### src/rtl/branch_pkg.sv
// Shared types for the branch unit.
// Contents: branch condition and FSM state encodings, flag bit positions, and a
// helper telling whether a condition depends on the compare flags.
package branch_pkg;

  typedef enum logic [1:0] {BR_AL, BR_LT, BR_GE, BR_NV} br_cond_t;

  typedef enum logic [1:0] {IDLE, WAIT_FLAGS, REDIRECT, FLUSH} br_state_t;

  localparam int unsigned FLAG_LT = 0;
  localparam int unsigned FLAG_GE = 1;

  // AL and NV resolve without looking at the comparator result.
  function automatic logic needs_flags(input br_cond_t cond);
    return (cond == BR_LT) || (cond == BR_GE);
  endfunction

endpackage

### src/rtl/cond_eval.sv
// Combinational branch condition evaluator.
// Ports:
//   cond   in   branch condition (AL/LT/GE/NV)
//   lt     in   effective less-than flag
//   ge     in   effective greater-or-equal flag
//   taken  out  1 when the branch resolves taken
module cond_eval
  import branch_pkg::*;
(
  input  br_cond_t cond,
  input  logic     lt,
  input  logic     ge,
  output logic     taken
);

  always_comb begin
    taken = 1'b0;
    unique case (cond)
      BR_AL:   taken = 1'b1;
      BR_LT:   taken = lt;
      BR_GE:   taken = ge;
      BR_NV:   taken = 1'b0;
      default: taken = 1'b0;
    endcase
  end

endmodule

### src/rtl/branch_unit.sv
// Branch resolution unit: latches compare flags from execute, resolves
// conditional branches from decode, redirects fetch and holds flush.
// Ports:
//   clk, rst_n           clock, asynchronous active-low reset
//   flag_we, flag_in     compare flag word ([0]=lt, [1]=ge) and its valid
//   br_valid/br_ready    branch request handshake from decode
//   br_cond, br_target   branch condition and destination
//   stall                decode must hold while waiting for flags
//   pc_sel, pc_target    one-cycle redirect to fetch
//   flush                squash fetch/decode, FLUSH_CYCLES cycles per taken branch
//   taken_cnt            taken-branch count (only with BRANCH_STATS_EN defined)
// Optional feature macro: BRANCH_STATS_EN.
module branch_unit
  import branch_pkg::*;
#(
  parameter int unsigned DATA_WIDTH   = 20,
  parameter int unsigned PC_WIDTH     = 20,
  parameter int unsigned FLUSH_CYCLES = 2
) (
  input  logic                  clk,
  input  logic                  rst_n,
  input  logic                  flag_we,
  input  logic [DATA_WIDTH-1:0] flag_in,
  input  logic                  br_valid,
  input  logic [1:0]            br_cond,
  input  logic [PC_WIDTH-1:0]   br_target,
  output logic                  br_ready,
  output logic                  stall,
  output logic                  pc_sel,
  output logic [PC_WIDTH-1:0]   pc_target,
  output logic                  flush
`ifdef BRANCH_STATS_EN
  ,
  output logic [15:0]           taken_cnt
`endif
);

  localparam int unsigned CntW = (FLUSH_CYCLES > 1) ? $clog2(FLUSH_CYCLES) : 1;

  br_state_t           state_q, state_d;
  br_cond_t            cond_q, cond_d, eval_cond;
  logic [PC_WIDTH-1:0] target_q, target_d;
  logic [CntW-1:0]     cnt_q, cnt_d;
  logic                lt_q, ge_q, flag_vld_q;
  logic                lt_eff, ge_eff, taken, enter_redirect;

  // Only the two low flag bits carry meaning.
  logic unused_flag_bits;
  assign unused_flag_bits = ^flag_in[DATA_WIDTH-1:2];

  // Same-cycle flag write bypasses the register.
  assign lt_eff = flag_we ? flag_in[FLAG_LT] : lt_q;
  assign ge_eff = flag_we ? flag_in[FLAG_GE] : ge_q;

  // IDLE resolves the incoming request; WAIT_FLAGS resolves the captured one.
  assign eval_cond = (state_q == IDLE) ? br_cond_t'(br_cond) : cond_q;

  cond_eval u_cond_eval (
    .cond  (eval_cond),
    .lt    (lt_eff),
    .ge    (ge_eff),
    .taken (taken)
  );

  always_comb begin
    state_d        = state_q;
    cond_d         = cond_q;
    target_d       = target_q;
    cnt_d          = cnt_q;
    enter_redirect = 1'b0;
    unique case (state_q)
      IDLE: begin
        if (br_valid) begin
          cond_d   = br_cond_t'(br_cond);
          target_d = br_target;
          if (needs_flags(br_cond_t'(br_cond)) && !flag_vld_q && !flag_we) begin
            state_d = WAIT_FLAGS;
          end else if (taken) begin
            enter_redirect = 1'b1;
          end
        end
      end
      WAIT_FLAGS: begin
        if (flag_we) begin
          if (taken) enter_redirect = 1'b1;
          else       state_d        = IDLE;
        end
      end
      REDIRECT: begin
        state_d = (FLUSH_CYCLES == 1) ? IDLE : FLUSH;
      end
      FLUSH: begin
        cnt_d = cnt_q - 1'b1;
        if (cnt_q <= CntW'(1)) state_d = IDLE;
      end
      default: state_d = IDLE;
    endcase
    if (enter_redirect) begin
      state_d = REDIRECT;
      cnt_d   = CntW'(FLUSH_CYCLES - 1);
    end
  end

  always_ff @(posedge clk or negedge rst_n) begin
    if (!rst_n) begin
      state_q    <= IDLE;
      cond_q     <= BR_AL;
      target_q   <= '0;
      cnt_q      <= '0;
      lt_q       <= 1'b0;
      ge_q       <= 1'b0;
      flag_vld_q <= 1'b0;
    end else begin
      state_q  <= state_d;
      cond_q   <= cond_d;
      target_q <= target_d;
      cnt_q    <= cnt_d;
      if (flag_we) begin
        lt_q       <= flag_in[FLAG_LT];
        ge_q       <= flag_in[FLAG_GE];
        flag_vld_q <= 1'b1;
      end
    end
  end

  // Outputs decode registered state only.
  assign br_ready  = (state_q == IDLE);
  assign stall     = (state_q == WAIT_FLAGS);
  assign pc_sel    = (state_q == REDIRECT);
  assign flush     = (state_q == REDIRECT) || (state_q == FLUSH);
  assign pc_target = (state_q == REDIRECT) ? target_q : '0;

`ifdef BRANCH_STATS_EN
  logic [15:0] taken_cnt_q;

  always_ff @(posedge clk or negedge rst_n) begin
    if (!rst_n)              taken_cnt_q <= '0;
    else if (enter_redirect) taken_cnt_q <= taken_cnt_q + 16'd1;
  end

  assign taken_cnt = taken_cnt_q;
`endif

endmodule
### config.mk
export PLATFORM = sky130hd
export DESIGN_NAME = branch_unit
export DESIGN_NICKNAME = d
export VERILOG_FILES = /design/src/rtl/branch_pkg.sv /design/src/rtl/cond_eval.sv /design/src/rtl/branch_unit.sv
export SDC_FILE = /design/constraint.sdc
export NUM_CORES = 1
export LEC_CHECK = 0
export ABC_AREA = 1
export BUFFER_PORTS_ARGS = -buffer_cell sky130_fd_sc_hd__buf_4
export CORE_MARGIN = 2
export CORE_UTILIZATION = 40
export CTS_BUF_LIST = sky130_fd_sc_hd__clkbuf_2
export DETAILED_ROUTE_END_ITERATION = 10
export GPL_TIMING_DRIVEN = 0
export PLACE_DENSITY = 0.73
export SYNTH_ARGS = -nofsm -noshare
export SYNTH_HDL_FRONTEND = slang
export SYNTH_SLANG_ARGS = --single-unit
### constraint.sdc
create_clock -name clk -period 3 [get_ports clk]
set_clock_uncertainty 0.2 [all_clocks]
set_input_delay 0.15 -clock clk [delete_from_list [all_inputs] [get_ports clk]]
set_output_delay 0.15 -clock clk [all_outputs]
set_load 0.05 [all_outputs]
**Word level (Yosys, flattened, before mapping)**

Cells that the tools add are included.

- Register bits: 28
- Output and inout port bits: 24
- Bits of input ports: 46

- $lt $le $gt $ge: 1
- $add $sub $neg: 1
- Reduce and logical (&&, ||, !) cells: 11
- Muxes and demuxes: 19
- Equal/unequal tests: 13

Operator list:

| kind | number |
|---|---|
| $mux 20 | 1 |
| $mux 2 | 7 |
| $eq 2x2->1 const B | 5 |
| $ne 3x2->1 const B | 3 |
| $mux 1 | 8 |
| $pmux 2 s4 | 1 |
| $eq 2x1->1 const B | 3 |
| $reduce_and 5->1 | 1 |
| $logic_not 2->1 | 2 |
| $pmux 1 s4 | 1 |
| $ne 3x1->1 const B | 1 |
| $ne 3x3->1 const B | 1 |
| $logic_and 1x1->1 | 2 |
| $logic_not 1->1 | 2 |
| $logic_or 1x1->1 | 2 |
| $pmux 1 s2 | 1 |
| $reduce_and 2->1 | 1 |
| $reduce_bool 2->1 | 1 |
| $le 1x1->1 const B | 1 |
| $sub 1x1->1 const B | 1 |

**Longest topological paths before layout**

- Depth after elaboration: 10
- Gate-level depth with buffers: 9
- Depth with buffers taken out: 9

**Modules after synthesis**

Synthesis repeated with hierarchy kept, for this count alone.

- Cells, all modules: 162
- Area, all modules: 1281.2 µm²

By module, submodules not included:

| module | instances | seq. area each (µm²) | cells each | area an instance (µm²) |
|---|---|---|---|---|
| branch_unit | 1 | 675.6 | 155 | 1255.0 |
| cond_eval | 1 | 0.0 | 7 | 26.3 |

**Worst setup path after synthesis**

No wires, ideal clock.

- Path kind: register to output
- Start point: reg state_q[1]
- End point: out pc_target[0]
- Stages on the path, launching flop included: 6
- Required time: 2.650 ns
- Path slack: 0.829 ns
- Arrival time: 1.821 ns
- Path through: dfrtp_1 inv_2 nor2_2 inv_2 buf_2 nor2_1

- Word-level cells in the longest chain between the ends: 2

Ends and longest elaborated chain:

| element | RTL line | source |
|---|---|---|
| start: declaration | branch_unit.sv:40 | `br_state_t state_q, state_d;` |
| start signal: assignment | branch_unit.sv:114 | `state_q <= state_d;` |
| $eq 2x2->1 | n/a |  |
| named net pc_sel | branch_unit.sv:29 | `output logic pc_sel,` |
| $mux 20 | branch_unit.sv:131 | `assign pc_target = (state_q == REDIRECT) ? target_q : '0;` |
| end: declaration | branch_unit.sv:30 | `output logic [PC_WIDTH-1:0] pc_target,` |

The timed path passes the listed nets, and every way through them passes these cells.

==> results.md <==
- Status: completed
- Max Cap Violations: 0
- Core Footprint: ~3000 um^2
- Layout cells sized above 1: between 20% and 30%
- Synthesized flop and latch total: 27
- CP max-delay cell: dlygate4sd3_1
- CP endpoint kind: asynchronous set/reset pin
- Vias: approximately 1.3k
- Sequential power share: between 30% and 40%
- Crit-path max cell delay: 1.00 ns
- Largest net degree at the start of global routing: 16
- Grt total ovfl: 0
- Crit-path cells: dlygate4sd3_1 > dlygate4sd3_1 > buf_4 > dlygate4sd3_1
- Die Footprint: 3650 um^2
- Worst r2r path cells: 5
- Hold WC Path Type: register to register
- Post-Syn Area: approximately 1300 um^2
- Startpoint Class: primary input
- Final slew viol count: 0
- Leakage power: approximately 0.0011 uW
- Via density: between 4 and 5
- WS Path Type: primary input to asynchronous set/reset pin
- Layout net count: 297
- Switching power: 879 uW
- Fmax: around 470 MHz
- Share of total power in combinational logic: about three fifths
- Min Hold Slack: between 0.2 and 0.3 ns
- Initial drt markers: 30
- Cell mode on critical path: dlygate4sd3_1
- Placement Cell Area: around 1700 um^2
- Initial antenna violation count: 0
- CP max FO: 15
- Worst Tran Pin Value: ~0.64 ns
- Worst path depth: 4
- Post-Syn Nets: 210
- Worst endpoint required time: around 3.3 ns
- Footprint of the multi-input gates: approximately 430 um^2
- Pwr dens: ~860 nW/um^2
- First-pass GRT wire length: approximately 5200 um
- Critical path buffers and inverters: 4
- Slew headroom: between 50 and 60%
- Fin Setup TNS: 0 ns
- Most numerous cell in the Yosys netlist: nand2_1
- Syn_area_per_cell: 7.77 um^2
- Gpl congestion: about 0.75
- Io pins: 70
- Post-CTS setup repair buffer count: 0
- Internal: around 890 uW
- CP endpoint: target_q[13]
- Bufs on Longest Clock Path: 2
- Clk Latency, worst-skew pair: around 0.34 ns
- Worst Setup SP: rst_n
- TritonCTS clock tree: done
- Final period util: 71.5%
- Post-DP HPWL: 1990 um
- Top Family by Delay on Critical Path: buffers and inverters
- Port Buffers: 51
- Proportion of power drawn by the clock network: just under 8%
- Synth Flop Type: dfrtp_1
- CP arrival: between 2 and 2.5 ns
- R2r setup slk: between 1.5 and 2 ns
- Num CTS Buffers: 3
- Residual DRC: 0
- Std-Cell Rows: 20
- Fin crit period: ~2.1 ns
- Synth area leader: dfrtp_1
- Switch share: between 40% and 50%
- Sequential standard cell area: around 680 um^2
- Seq/Total Area, Yosys: between 50% and 60%
- Antenna cells: 0
- Root Driver: clkbuf_2
- Post-CTS sizing: 0
- Yosys cell types: 16
- Remaining antenna violation count: 0
- Setup-failing EPs final: 0
- Drt total wl: roughly 3100 um
- Reg2reg start: state_q[1]
- Number of global-route vias before repair: between 1k and 1.5k
- Largest cells by area after synthesis: dfrtp_1, nand2_1, o21ai_0, inv_1, nor2_1
- Clock transition at the registers of the reported paths: between 0.2 and 0.3 ns
- Yosys top cell area share: between 50 and 60%
- Worst slack, placed: between 1 and 1.5 ns
- Reg-to-reg endpoint: target_q[9]
- Final worst slack: around 0.86 ns
- Layout Area Growth over Synthesis: 60.3%
- FILL cells: between 200 and 300
- Synth warn: 0
- Post-Syn Instances: around 160
- Final Hold Fails: 0
- FFs w/ async S/R, synth: 100%
- Initial core utilization: between 40% and 50%
- Final instance area: approximately 2000 um^2
- Number of synthesized flops with an enable pin: 0
- Clock Sinks: 27
- Overall Global Routing Usage: a little under a fifth
- RSZ-0062 raised after global routing: no
- Post-synth top cells: nand2_1, inv_1, dfrtp_1
- H-tree depth: 1
- Maximum VDD drop: around 450 uV
- Pre-Repair DR Iteration Count: 4
- Die height: a little over 60 um
- Die X: around 60 um
- DR WL/cell: between 10 and 15 um
-- per-stage QoR --
step	util (%)	total power, uW	cells
global route	66.9	1900	294
finish	66.9	1760	294
global placement	56.1	1580	259
CTS	66.9	1770	294
detailed placement	56.1	1610	259
floorplan	-	1320	164
-- flip-flops by register name, summed over array words and instances, names as in the netlist --
register    count
target_q       20
cond_q          2
state_q         2
flag_vld_q      1
ge_q            1
lt_q            1
-- worst min-delay path: cells and delay by family (launching register included) --
family	cells	cell delay [ns]
and+or+nand+nor	1	0.05
DFF	1	0.38
buffers and inverters	1	0.04
-- power by group through the flow --
| stage | clock network [uW] | logic (uW) | registers (uW) |
|---|---|---|---|
| final | 139 | 1050 | 578 |
| after global routing | 155 | 1150 | 596 |
| after CTS | 142 | 1050 | 579 |
| after detailed placement | 0 | 1020 | 589 |
| after global placement | 0 | 1000 | 579 |
| after floorplan | 0 | 747 | 572 |
-- logic make-up (layout without fill, tap and decap cells) --
kind of cell | after synthesis | count (layout) | share of synthesized area [%]
AOI/OAI and AO/OA | 25 | 25 | 9.81
and+or+nand+nor | 73 | 73 | 24.2
DFF | 27 | 27 | 53.0
buffers and inverters | 39 | 125 | 13.0
-- final cells by class --
class	count	area share [%]
Timing Repair Buffer	82	33.9
Sequential cell	27	33.1
Multi-Input combinational cell	98	21.2
Inverter	32	5.88
Tap cell	44	2.69
Buffer	7	2.20
Clock buffer	3	0.735
Clock inverter	1	0.245
-- what timing repair did --
| action | 4_1_cts | 5_1_grt |
|---|---|---|
| hold buffers | 31 | 0 |
| hold endpoints to repair | 54 | 0 |
| setup endpoints to repair | 0 | 0 |
-- placed cells by master, fill, tap and decap left out, drive strengths merged --
master       count
o21ai           24
clkinv           1
dfrtp           27
nor2            29
nand2           40
inv             32
buf             57
dlygate4sd3     32
clkbuf           3
a21oi            1
nand3            4
-- worst min-delay path by stage --
stage                 startpoint          end  slack, ns  cells after the start
floorplan                  rst_n    cond_q[0]      -0.35                      0
global placement           rst_n    cond_q[0]      -0.12                      1
detailed placement         rst_n    cond_q[1]      -0.12                      1
CTS                   flag_vld_q   flag_vld_q       0.29                      2
global route        br_target[0]  target_q[0]       0.30                      4
finish                flag_vld_q   flag_vld_q       0.28                      2
-- per-layer routing --
metal  track usage, %  vias to the layer above  wire length (um)
met1             24.6                      569              1410
met4             8.70                        0                66
li1                 -                      656                 -
met2             31.4                       36              1510
met5                0                        -                 0
met3             1.71                        6               130
Power figures use the tool's default switching activity.
